### src/rtl/capture_ctrl_if.sv
// capture_ctrl_if: command, sample-handshake and status bundle for capture_ctrl.
//   master modport: controller's client (drives commands, observes status).
//   slave modport : capture_ctrl itself.
//   Commands : cmd_start, cmd_abort, post_count, cap_triggered, tmo_cycles
//   Stream   : s_valid, s_ready (a beat is s_valid & s_ready)
//   Status   : arm, abort, frame_last, state, done, aborted, timed_out, beat_count
interface capture_ctrl_if #(
  parameter int saddr_w = 24,
  parameter int tmo_w   = 32
);
  logic               cmd_start;
  logic               cmd_abort;
  logic [saddr_w-1:0] post_count;
  logic               cap_triggered;
  logic               s_valid;
  logic               s_ready;
  logic [tmo_w-1:0]   tmo_cycles;
  logic               arm;
  logic               abort;
  logic               frame_last;
  logic [1:0]         state;
  logic               done;
  logic               aborted;
  logic               timed_out;
  logic [saddr_w-1:0] beat_count;

  modport master (
    output cmd_start, cmd_abort, post_count, cap_triggered, s_valid, s_ready, tmo_cycles,
    input  arm, abort, frame_last, state, done, aborted, timed_out, beat_count
  );

  modport slave (
    input  cmd_start, cmd_abort, post_count, cap_triggered, s_valid, s_ready, tmo_cycles,
    output arm, abort, frame_last, state, done, aborted, timed_out, beat_count
  );
endinterface

### src/rtl/capture_ctrl.sv
// capture_ctrl: arm / trigger / post-trigger sequencing for a sample capture engine.
//   clk   : single clock, rising edge
//   reset : asynchronous, active-high
//   bus   : capture_ctrl_if.slave (commands, sample handshake, status)
// Optional feature: define CAPTURE_CTRL_TIMEOUT_EN to build the arm timeout.
// Without it tmo_cycles is ignored and timed_out is tied to 0.
//
// state | meaning
// IDLE  | waiting for cmd_start
// ARMED | waiting for cap_triggered (optionally bounded by tmo_cycles)
// POST  | forwarding post_count beats; frame_last on the final one
// DONE  | capture complete; cmd_start re-arms
module capture_ctrl #(
  parameter int saddr_w = 24,
  parameter int tmo_w   = 32
) (
  input  logic          clk,
  input  logic          reset,
  capture_ctrl_if.slave bus
);

  typedef enum logic [1:0] {
    IDLE  = 2'd0,
    ARMED = 2'd1,
    POST  = 2'd2,
    DONE  = 2'd3
  } state_t;

  state_t             st;
  logic [saddr_w-1:0] remaining;
  logic [saddr_w-1:0] beat_cnt;
  logic               abort_r;
  logic               done_r;
  logic               aborted_r;
  logic               beat;

  assign beat = bus.s_valid & bus.s_ready;

`ifdef CAPTURE_CTRL_TIMEOUT_EN
  logic [tmo_w-1:0] tmo_cnt;
  logic             timed_out_r;
  logic             tmo_hit;

  // Count of completed ARMED cycles; expiry on the tmo_cycles-th one.
  assign tmo_hit = (bus.tmo_cycles != '0) && (tmo_cnt == bus.tmo_cycles - tmo_w'(1));
  assign bus.timed_out = timed_out_r;
`else
  logic [tmo_w-1:0] unused_tmo;
  assign unused_tmo    = bus.tmo_cycles;
  assign bus.timed_out = 1'b0;
`endif

  always_ff @(posedge clk or posedge reset) begin
    if (reset) begin
      st        <= IDLE;
      remaining <= '0;
      beat_cnt  <= '0;
      abort_r   <= 1'b0;
      done_r    <= 1'b0;
      aborted_r <= 1'b0;
`ifdef CAPTURE_CTRL_TIMEOUT_EN
      tmo_cnt     <= '0;
      timed_out_r <= 1'b0;
`endif
    end else begin
      abort_r <= 1'b0;
      case (st)
        IDLE, DONE: begin
          if (bus.cmd_start) begin
            st        <= ARMED;
            done_r    <= 1'b0;
            aborted_r <= 1'b0;
            beat_cnt  <= '0;
            remaining <= '0;
`ifdef CAPTURE_CTRL_TIMEOUT_EN
            tmo_cnt     <= '0;
            timed_out_r <= 1'b0;
`endif
          end
        end
        ARMED: begin
          if (bus.cmd_abort) begin
            st        <= IDLE;
            abort_r   <= 1'b1;
            aborted_r <= 1'b1;
`ifdef CAPTURE_CTRL_TIMEOUT_EN
          end else if (tmo_hit) begin
            st          <= IDLE;
            abort_r     <= 1'b1;
            timed_out_r <= 1'b1;
`endif
          end else if (bus.cap_triggered) begin
            if (bus.post_count == '0) begin
              st     <= DONE;
              done_r <= 1'b1;
            end else begin
              st        <= POST;
              remaining <= bus.post_count;
            end
          end else begin
`ifdef CAPTURE_CTRL_TIMEOUT_EN
            tmo_cnt <= tmo_cnt + tmo_w'(1);
`endif
          end
        end
        POST: begin
          if (bus.cmd_abort) begin
            st        <= IDLE;
            abort_r   <= 1'b1;
            aborted_r <= 1'b1;
            remaining <= '0;
          end else if (beat) begin
            if (remaining != '0) remaining <= remaining - saddr_w'(1);
            if (beat_cnt != '1) beat_cnt <= beat_cnt + saddr_w'(1);
            if (remaining == saddr_w'(1)) begin
              st     <= DONE;
              done_r <= 1'b1;
            end
          end
        end
        default: st <= IDLE;
      endcase
    end
  end

  // Status decodes come from registers only, so nothing here depends on inputs.
  assign bus.state      = st;
  assign bus.arm        = (st == ARMED);
  assign bus.frame_last = (st == POST) && (remaining == saddr_w'(1));
  assign bus.abort      = abort_r;
  assign bus.done       = done_r;
  assign bus.aborted    = aborted_r;
  assign bus.beat_count = beat_cnt;

endmodule

### src/flat_wrapper.sv
// flat-port wrapper written by rule: the top's interface ports become plain ports
module capture_ctrl_flat 
#(
  parameter int saddr_w = 24,
  parameter int tmo_w   = 32
)
  (clk, reset, bus_cmd_start, bus_cmd_abort, bus_post_count, bus_cap_triggered, bus_s_valid, bus_s_ready, bus_tmo_cycles, bus_arm, bus_abort, bus_frame_last, bus_state, bus_done, bus_aborted, bus_timed_out, bus_beat_count);
  capture_ctrl_if #(.saddr_w(saddr_w), .tmo_w(tmo_w)) bus_i ();
  input  logic clk;
  input  logic reset;
  input wire logic [$bits(bus_i.cmd_start)-1:0] bus_cmd_start;
  input wire logic [$bits(bus_i.cmd_abort)-1:0] bus_cmd_abort;
  input wire logic [$bits(bus_i.post_count)-1:0] bus_post_count;
  input wire logic [$bits(bus_i.cap_triggered)-1:0] bus_cap_triggered;
  input wire logic [$bits(bus_i.s_valid)-1:0] bus_s_valid;
  input wire logic [$bits(bus_i.s_ready)-1:0] bus_s_ready;
  input wire logic [$bits(bus_i.tmo_cycles)-1:0] bus_tmo_cycles;
  output wire logic [$bits(bus_i.arm)-1:0] bus_arm;
  output wire logic [$bits(bus_i.abort)-1:0] bus_abort;
  output wire logic [$bits(bus_i.frame_last)-1:0] bus_frame_last;
  output wire logic [$bits(bus_i.state)-1:0] bus_state;
  output wire logic [$bits(bus_i.done)-1:0] bus_done;
  output wire logic [$bits(bus_i.aborted)-1:0] bus_aborted;
  output wire logic [$bits(bus_i.timed_out)-1:0] bus_timed_out;
  output wire logic [$bits(bus_i.beat_count)-1:0] bus_beat_count;
  assign bus_i.cmd_start = bus_cmd_start;
  assign bus_i.cmd_abort = bus_cmd_abort;
  assign bus_i.post_count = bus_post_count;
  assign bus_i.cap_triggered = bus_cap_triggered;
  assign bus_i.s_valid = bus_s_valid;
  assign bus_i.s_ready = bus_s_ready;
  assign bus_i.tmo_cycles = bus_tmo_cycles;
  assign bus_arm = bus_i.arm;
  assign bus_abort = bus_i.abort;
  assign bus_frame_last = bus_i.frame_last;
  assign bus_state = bus_i.state;
  assign bus_done = bus_i.done;
  assign bus_aborted = bus_i.aborted;
  assign bus_timed_out = bus_i.timed_out;
  assign bus_beat_count = bus_i.beat_count;
  capture_ctrl #(.saddr_w(saddr_w), .tmo_w(tmo_w)) u_core (.clk(clk), .reset(reset), .bus(bus_i));
endmodule
### config.mk
export PLATFORM = sky130hd
export DESIGN_NAME = capture_ctrl_flat
export DESIGN_NICKNAME = d
export VERILOG_FILES = /design/src/rtl/capture_ctrl_if.sv /design/src/rtl/capture_ctrl.sv /design/src/flat_wrapper.sv
export SDC_FILE = /design/constraint.sdc
export NUM_CORES = 1
export LEC_CHECK = 0
export CAP_MARGIN = 30
export CORE_MARGIN = 1.5
export CORE_UTILIZATION = 40
export DETAILED_ROUTE_END_ITERATION = 10
export GPL_TIMING_DRIVEN = 1
export PLACE_DENSITY = 0.7
export SKIP_CTS_REPAIR_TIMING = 1
export SYNTH_ARGS = -nofsm -noshare
export SYNTH_HDL_FRONTEND = slang
export SYNTH_SLANG_ARGS = --single-unit
### constraint.sdc
create_clock -name clk -period 2.6 [get_ports clk]
set_clock_uncertainty 0.05 [all_clocks]
set_input_delay 0.26 -clock clk [delete_from_list [all_inputs] [get_ports clk]]
set_output_delay 0.26 -clock clk [all_outputs]
set_load 0.05 [all_outputs]
# Word-level counts from Yosys, hierarchy flattened
# Index checks and enable logic that the tools add are counted.
[word_totals] ff_bits=53 latch_bits=0 mem_bits_rw=0 romBits=0 out_inout_bits=32 wordCells=72 memories=0
[op_classes] addsub=2 mul=0 div=0 order_cmp=0 n_eq_ne=19 shift=0 mux=32 n_bitwise=1 reduce_logical=12
[ops] cell="$mux W24" n=10
[ops] cell="$pmux W24 S3" n=1
[ops] cell="$pmux W24 S2" n=1
[ops] cell="$add A24 B1 Y24 const B" n=1
[ops] cell="$eq A24 B1 Y1 const B" n=1
[ops] cell="$logic_not A24 Y1" n=1
[ops] cell="$ne A24 B24 Y1 const B" n=1
[ops] cell="$reduce_bool A24 Y1" n=1
[ops] cell="$sub A24 B1 Y24 const B" n=1
[ops] cell="$mux W2" n=6
[ops] cell="$mux W1" n=11
[ops] cell="$ne A2 B1 Y1 const B" n=5
[ops] cell="$ne A2 B2 Y1 const B" n=5
[ops] cell="$ne A3 B2 Y1 const B" n=3
[ops] cell="$reduce_and A7 Y1" n=1
[ops] cell="$pmux W2 S3" n=1
[ops] cell="$reduce_and A6 Y1" n=1
[ops] cell="$reduce_and A5 Y1" n=1
[ops] cell="$eq A2 B2 Y1 const B" n=2
[ops] cell="$reduce_and A4 Y1" n=1
[ops] cell="$reduce_or A2 Y1" n=2
[ops] cell="$ne A3 B3 Y1 const B" n=1
[ops] cell="$pmux W1 S3" n=1
[ops] cell="$eq A2 B1 Y1 const B" n=1
[ops] cell="6 further kinds" n=6

# Depth between registers and ports, before layout
# Gate-level depths: netlist of the first run.
[depth] depth_word=5 mapped_depth=11 ltp_nobuf=7

# Worst setup path after synthesis of the first run
# OpenSTA, ideal clock, no wires.
[synth_timing] path_type="register to output" start="register u_core.st[1], in the netlist u_core.bus.state[1]" end="output port bus_frame_last" arrival_ns=2.824 t_required_ns=2.290 setup_slack_ns=-0.534 path_stages_with_launch=6 n_path_buf=2 path_cell_list="dfrtp_1 -> ha_1 -> buf_4 -> inv_1 -> clkbuf_1 -> nor4_1"
[synth_between] elab_chain_cells=2
[synth_rtl] item="from (decl)" line_no="capture_ctrl.sv:29" rtl="state_t st;"
[synth_rtl] item="from (signal assigned)" line_no="capture_ctrl.sv:55" rtl="st <= IDLE;"
[synth_rtl] item="from (signal assigned)" line_no="capture_ctrl.sv:70" rtl="st <= ARMED;"
[synth_rtl] item="from (signal assigned)" line_no="capture_ctrl.sv:83" rtl="st <= IDLE;"
[synth_rtl] item="$eq A2 B2 Y1" line_no="capture_ctrl.sv:129" rtl="assign bus.frame_last = (st == POST) && (remaining == saddr_w'(1));"
[synth_rtl] item="$logic_and A1 B1 Y1" line_no="capture_ctrl.sv:129"
[synth_rtl] item="to (decl)" line_no="flat_wrapper.sv:20" rtl="output wire logic [$bits(bus_i.frame_last)-1:0] bus_frame_last;"
# No other way between the ends.

# Worst setup path after layout of the first run
[layout_timing] start="register u_core.st[0], in the netlist u_core.bus.state[0]" end="register u_core.beat_cnt[5], in the netlist u_core.bus.beat_count[5]"
[layout_between] elab_chain_cells=4
[layout_rtl] item="$eq A2 B2 Y1 / $logic_not A2 Y1 (equally long branches)" line_no="capture_ctrl.sv:67" rtl="case (st)"
[layout_rtl] item="$reduce_or A2 Y1" line_no="capture_ctrl.sv:67"
[layout_rtl] item="$ne A2 B2 Y1 (no source line) / $reduce_bool A2 Y1 (equally long branches)"
[layout_rtl] item="$reduce_and A5 Y1 (no source line)"
[layout_rtl] item="to (signal assigned)" line_no="capture_ctrl.sv:114" rtl="if (beat_cnt != '1) beat_cnt <= beat_cnt + saddr_w'(1);"
[layout_rtl] item="to (decl)" line_no="capture_ctrl.sv:31" rtl="logic [saddr_w-1:0] beat_cnt;"
# Parallel ways exist; a longest one is shown, timed or not.
# A chain may end at the register's enable or synchronous reset.

==> results.sh, run 1 <==
export IMPL_setup_viol=0
export IMPL_drt_first_pass_iters=5
export IMPL_diodes=0
export IMPL_synthDistinctLibCells=62
export IMPL_synth_top_area_share_pct=38.4
export IMPL_die_h_um=95.9
export IMPL_combinationalPowerShare_pct=62.8
export IMPL_cp_start_kind="register"
export IMPL_clock_sinks=53
export IMPL_yosysWarnings=0
export IMPL_synthArstFlopShare_pct=100
export IMPL_final_nets=547
export IMPL_cts_buffer_depth=2
export IMPL_crit_type="reg -> reg"
export IMPL_syn_instance_count=404
export IMPL_p_leak_nw=1.76
export IMPL_num_vias=3709
export IMPL_grt_antenna_before_repair=0
export IMPL_grt_ovfl_total=0
export IMPL_design_area_um2=4450
export IMPL_drc=0
export IMPL_syn_area_um2=3450
export IMPL_post_dp_hpwl_mm=7.86
export IMPL_r2r_setup_slack_ns=0.17
export IMPL_worstMarginPinSlew_ns=0.797
export IMPL_synth_common_cells="dfrtp_1, o21ai_0, a21oi_1"
export IMPL_ys_seq_area_share_pct=38.4
export IMPL_hold_slack_ns=0.302
export IMPL_p_seq_share_pct=25.6
export IMPL_cp_max_fo=8
export IMPL_drt_initial_drc_count=224
export IMPL_p_sw_w=0.00249
export IMPL_timing_rr_start="u_core.bus.state[0]$_DFFE_PP0P_"
export IMPL_syn_avg_cell_area_um2=8.55
export IMPL_row_count=33
export IMPL_synth_area_leaders="dfrtp_1, o21ai_0, a21oi_1"
export IMPL_syn_to_final_growth_pct=28.9
export IMPL_grt_pass1_wl_mm=16.8
export IMPL_crit_required_ns=2.75
export IMPL_slew_violations=0
export IMPL_dpl_instance_area_um2=4290
export IMPL_synth_seq_cells=53
export IMPL_cts_max_level=2
export IMPL_grt_use_total_pct=23.4
export IMPL_ioPinCount=95
export IMPL_drive_above_1_share_pct=11.1
export IMPL_yosys_area_top_type="dfrtp_1"
export IMPL_status="complete, no violations"
export IMPL_maxCapViolations=0
export IMPL_min_period_ns=2.43
export IMPL_yosysMostFrequentCell="dfrtp_1"
export IMPL_synthFlopType="dfrtp_1"
export IMPL_dieWidth_um=95.9
export IMPL_rsz0062_at_grt="false"
export IMPL_numPortBuffers=61
export IMPL_r2r_end="u_core.bus.beat_count[5]$_DFFE_PP0P_"
export IMPL_pwr_share_clk_pct=11.7
export IMPL_start_util_pct=41.6
export IMPL_clk_insertion_delay_late_ns=0.31
export IMPL_wirelength_mm=10.5
export IMPL_avgViaCountPerCell=6.35
export IMPL_arrival_ns=2.58
export IMPL_fmax_ghz=0.412
export IMPL_ant_nets=0
export IMPL_synth_edff_count=0
export IMPL_grt_max_degree=28
export IMPL_min_path_type="in -> async"
export IMPL_clk_pin_slew_ns=0.10
export IMPL_place_inst=573
export IMPL_wire_per_inst_um=17.9
export IMPL_numCtsBuffers=5
export IMPL_stdcell_count=584
export IMPL_grt_pass1_vias=3436
export IMPL_reg2reg_depth=9
export IMPL_tritoncts="built"
export IMPL_intPower_w=0.00254
export IMPL_finalCritPeriodShare_pct=93.4
export IMPL_hold_violations=0
export IMPL_fin_tns_setup_ns=0
export IMPL_synth_fp_nets=473
export IMPL_fp_dieArea_um2=9200
export IMPL_ir_drop_v=0.000549
export IMPL_relSlewSlack_pct=46.5
export IMPL_fillerInstances=781
export IMPL_powerDensity_nw_per_um2=1130
export IMPL_cts_root_buffer="clkbuf_8"
export IMPL_core_um2=8300
export IMPL_cp_end_kind="register"
export IMPL_swShare_pct=49.4
export IMPL_place_gp_congestion=0.952
==> through the flow <==
step	power, W	worst slack (ns)	utilization (%)
final	0.00503	0.172	53.6
after global placement	0.00419	0.174	51.7
after floorplan	0.00329	0.0238	-
after global routing	0.00539	0.00995	53.6
after CTS	0.00488	0.107	53.1
after detailed placement	0.00427	0.110	51.7
==> critical path, cell delays in order (launching register included) <==
cell and delay [ns]:
dfrtp_1 0.39, inv_1 0.07, ha_1 0.34, nor2b_1 0.19
a211oi_4 0.29, buf_12 0.17, o31ai_4 0.07, buf_4 0.15
or2_2 0.33, o41ai_1 0.28
==> layer usage <==
metal / GRT usage, % / routed length [um]
met1: 29.4 / 4200
met2: 40.7 / 5180
met3: 3.32 / 837
met4: 8.33 / 233
met5: 0 / 0
==> flip-flops by register name (all words and copies together), names as in the netlist <==
signal,cells
u_core.bus.done,1
u_core.bus.abort,1
u_core.bus.aborted,1
u_core.remaining,24
u_core.bus.state,2
u_core.bus.beat_count,24
==> cell usage in the layout, fill, tap and decap left out, types with 2 or more instances in the layout <==
cell type,n
clkdlybuf4s50_1,59
dfrtp_1,53
o21ai_0,32
a21oi_1,31
buf_4,30
nor2_1,27
nand2_1,23
nor3_1,17
inv_1,16
o31ai_1,16
nor4_1,15
o21ai_1,15
nand3_1,13
a32oi_1,10
nand4_1,9
or3_1,9
a22oi_1,8
or4_1,7
o22ai_1,7
ha_1,6
clkbuf_8,6
nand2b_1,5
and3_1,5
and4_1,4
nor2b_1,3
a31oi_1,3
nor3b_1,2
xnor2_1,2
or2_2,2
nand3b_1,2
mux2i_1,2
o41ai_1,2
a21o_1,2
o2bb2ai_1,2
o211ai_1,2
buf_12,2
==> final cells by class <==
| type | count | area (um2) | area share, % |
|---|---|---|---|
| clock inverters | 2 | 37.5 | 0.843 |
| inverters | 17 | 63.8 | 1.43 |
| clock buffers | 6 | 82.6 | 1.86 |
| multi-input cells | 310 | 1950 | 43.9 |
| flip-flops and latches | 53 | 1330 | 29.8 |
| repair buffers | 91 | 856 | 19.2 |
| well taps | 105 | 131 | 2.95 |
==> worst max-delay path by stage <==
stage	startpoint	end	slack, ns	cells after the start
global route	u_core.bus.state[0]$_DFFE_PP0P_	u_core.bus.beat_count[5]$_DFFE_PP0P_	0.01	9
floorplan	u_core.bus.state[1]$_DFFE_PP0P_	bus_frame_last	0.02	5
detailed placement	bus_cmd_abort	u_core.bus.beat_count[19]$_DFFE_PP0P_	0.11	6
finish	u_core.bus.state[0]$_DFFE_PP0P_	u_core.bus.beat_count[5]$_DFFE_PP0P_	0.17	9
CTS	u_core.bus.state[0]$_DFFE_PP0P_	u_core.bus.beat_count[19]$_DFFE_PP0P_	0.11	7
global placement	bus_s_valid	u_core.bus.beat_count[19]$_DFFE_PP0P_	0.17	6
==> power groups by stage <==
stage / clock network [W] / registers (W) / logic [W]
3_5_place_dp: 0 / 0.00129 / 0.00298
5_1_grt: 0.000646 / 0.00131 / 0.00343
6_report: 0.000588 / 0.00129 / 0.00316
4_1_cts: 0.000607 / 0.00128 / 0.00300
3_3_place_gp: 0 / 0.00128 / 0.00290
2_1_floorplan: 0 / 0.00138 / 0.00191
==> kinds of logic (layout without fill, tap and decap cells) <==
family                   Yosys count  count (layout)  synth area share [%]
XOR/XNOR                           3               3                 0.761
buffers and inverters             41             116                  5.40
other                              1               1                 0.109
multiplexers                       2               2                 0.580
flip-flops                        53              53                  38.4
AO/OA/AOI/OAI                    145             145                  27.5
AND/OR/NAND/NOR                  153             153                  25.1
adder cells (fa/ha/maj)            6               6                  2.17
Note: power is estimated with default switching activity, not from simulation.
==> run 2, diff against run 1 <==
--- a/config.mk
+++ b/config.mk
@@ -11,6 +11,7 @@
 export DETAILED_ROUTE_END_ITERATION = 10
 export GPL_TIMING_DRIVEN = 1
 export PLACE_DENSITY = 0.7
+export RECOVER_POWER = 25
 export SKIP_CTS_REPAIR_TIMING = 1
 export SYNTH_ARGS = -nofsm -noshare
 export SYNTH_HDL_FRONTEND = slang
==> run 2 against run 1 <==
Net effect:
- sequential share of layout area hardly changed
- sequential cell count stayed put
- clock power hardly changed
- die area stayed put
- final cell count stayed put
- combinational power hardly changed
- setup slack hardly changed
- critical path depth stayed put
- largest cell class unchanged
==> results.sh, run 2 (synthesized netlist as in run 1, its figures left out) <==
export IMPL_crit_required_ns=2.75
export IMPL_cp_slowest_cell="dfrtp_1"
export IMPL_cts_root_buffer="clkbuf_8"
export IMPL_path_depth=9
export IMPL_numCtsBuffers=5
export IMPL_tritoncts="built"
export IMPL_hold_slack_ns=0.482
export IMPL_cp_start_kind="register"
export IMPL_design_area_um2=4450
export IMPL_path_buf_inv=3
export IMPL_cp_startpoint="u_core.bus.state[0]$_DFFE_PP0P_"
export IMPL_drc=0
export IMPL_r2r_setup_slack_ns=0.17
export IMPL_rsz0062_at_grt="false"
export IMPL_final_nets=547
export IMPL_crit_type="reg -> reg"
export IMPL_numPortBuffers=61
export IMPL_wirelength_mm=10.5
export IMPL_place_gp_congestion=0.952
export IMPL_crit_family="compound AO/OA/AOI/OAI gates"
export IMPL_worstMarginPinSlew_ns=1.14
export IMPL_row_count=33
export IMPL_hold_violations=0
export IMPL_clk_pin_slew_ns=0.10
export IMPL_cp_cell_sequence="inv_1 -> ha_1 -> nor2b_1 -> a211oi_4 -> buf_12 -> o31ai_4 -> buf_4 -> or2_2 -> o41ai_1"
export IMPL_grt_antenna_before_repair=0
export IMPL_drt_first_pass_iters=5
export IMPL_cp_endpoint="u_core.bus.beat_count[5]$_DFFE_PP0P_"
export IMPL_final_common_cell="clkdlybuf4s50_1"
export IMPL_maxCapViolations=0
export IMPL_p_leak_nw=1.75
export IMPL_grt_use_total_pct=23.4
export IMPL_start_util_pct=41.6
export IMPL_arrival_ns=2.58
export IMPL_fin_tns_setup_ns=0
export IMPL_slew_violations=0
export IMPL_num_vias=3676
export IMPL_fillerInstances=783
export IMPL_cts_buffer_depth=2
export IMPL_die_h_um=95.9
export IMPL_min_period_ns=2.43
export IMPL_post_dp_hpwl_mm=7.86
export IMPL_wire_per_inst_um=18.0
export IMPL_diodes=0
export IMPL_grt_ovfl_total=0
export IMPL_setup_viol=0
export IMPL_core_um2=8300
export IMPL_syn_to_final_growth_pct=28.8
export IMPL_powerDensity_nw_per_um2=1130
export IMPL_cts_max_level=2
export IMPL_drt_initial_drc_count=222
export IMPL_grt_max_degree=28
export IMPL_finalCritPeriodShare_pct=93.4
export IMPL_min_path_type="reg -> reg"
export IMPL_timing_rr_start="u_core.bus.state[0]$_DFFE_PP0P_"
export IMPL_clock_sinks=53
export IMPL_status="complete, no violations"
export IMPL_avgViaCountPerCell=6.29
export IMPL_dieWidth_um=95.9
export IMPL_max_stage_delay_ns=0.39
export IMPL_grt_pass1_wl_mm=16.8
export IMPL_grt_pass1_vias=3436
export IMPL_relSlewSlack_pct=23.7
export IMPL_fp_dieArea_um2=9200
export IMPL_reg2reg_depth=9
export IMPL_cp_end_kind="register"
export IMPL_fmax_ghz=0.412
export IMPL_ant_nets=0
export IMPL_ir_drop_v=0.000556
export IMPL_layout_common_cells="clkdlybuf4s50_1, dfrtp_1, o21ai_0"
export IMPL_clk_insertion_delay_late_ns=0.31
export IMPL_cp_max_fo=8
export IMPL_ioPinCount=95
export IMPL_dpl_instance_area_um2=4290
export IMPL_drive_above_1_share_pct=10.6
export IMPL_r2r_end="u_core.bus.beat_count[5]$_DFFE_PP0P_"
[run 2: cell types whose count changed in the layout (fill, tap and decap cells not counted), sizes merged]
cell / previous run / this run
clkdlybuf4s50: 59 / 58
buf: 32 / 31
clkbuf: 6 / 7
dlygate4sd3: 0 / 1
[run 2: final cells by class]
cell class | count | area (um2) | area share (%)
Multi-Input combinational cell | 310 | 1950 | 43.9
Sequential cell | 53 | 1330 | 29.8
Timing Repair Buffer | 91 | 852 | 19.2
Tap cell | 105 | 131 | 2.95
Clock buffer | 6 | 82.6 | 1.86
Inverter | 17 | 63.8 | 1.44
Clock inverter | 2 | 37.5 | 0.844
[run 2: through the flow]
| step | total power (W) | instances | util [%] | setup WS, ns |
|---|---|---|---|---|
| after floorplan | 0.00329 | 404 | - | 0.0238 |
| after global placement | 0.00419 | 573 | 51.7 | 0.174 |
| after detailed placement | 0.00427 | 573 | 51.7 | 0.110 |
| after CTS | 0.00488 | 581 | 53.1 | 0.107 |
| after global routing | 0.00539 | 584 | 53.6 | 0.00995 |
| final | 0.00504 | 584 | 53.6 | 0.172 |
[run 2: worst min-delay path by stage]
| stage | startpoint | to | slack [ns] | depth (start not counted) |
|---|---|---|---|---|
| after floorplan | bus_cmd_start | u_core.bus.aborted$_DFFE_PP0P_ | 0.32 | 1 |
| after global routing | u_core.bus.beat_count[10]$_DFFE_PP0P_ | u_core.bus.beat_count[10]$_DFFE_PP0P_ | 0.52 | 1 |
| after detailed placement | u_core.remaining[22]$_DFFE_PP0P_ | u_core.remaining[22]$_DFFE_PP0P_ | 0.46 | 2 |
| after CTS | reset | u_core.bus.beat_count[12]$_DFFE_PP0P_ | 0.32 | 2 |
| final | u_core.remaining[22]$_DFFE_PP0P_ | u_core.remaining[22]$_DFFE_PP0P_ | 0.48 | 2 |
| after global placement | u_core.remaining[22]$_DFFE_PP0P_ | u_core.remaining[22]$_DFFE_PP0P_ | 0.46 | 2 |
[run 2: worst reg2reg max path: cells and delay by family (launching register included)]
family                   cells  cell delay [ns]
AO/OA/AOI/OAI                3             0.64
AND/OR/NAND/NOR              2             0.52
flip-flops                   1             0.39
buffers and inverters        3             0.39
adder cells (fa/ha/maj)      1             0.34
[run 2: power by group]
| group | switching, W | internal (W) | total (W) |
|---|---|---|---|
| combinational | 0.00196 | 0.00121 | 0.00316 |
| sequential | 0.000262 | 0.00102 | 0.00129 |
| clock | 0.000275 | 0.000313 | 0.000588 |
| total | 0.00249 | 0.00254 | 0.00504 |
[run 2: metal layers]
layer | vias to the layer above | share of wire [%] | routed length, um | track usage, %
met4 | 0 | 2.3 | 238 | 8.33
met3 | 25 | 7.0 | 735 | 3.32
met1 | 1766 | 41 | 4340 | 29.4
met2 | 179 | 49 | 5180 | 40.7
met5 | - | 0 | 0 | 0
li1 | 1706 | - | - | -
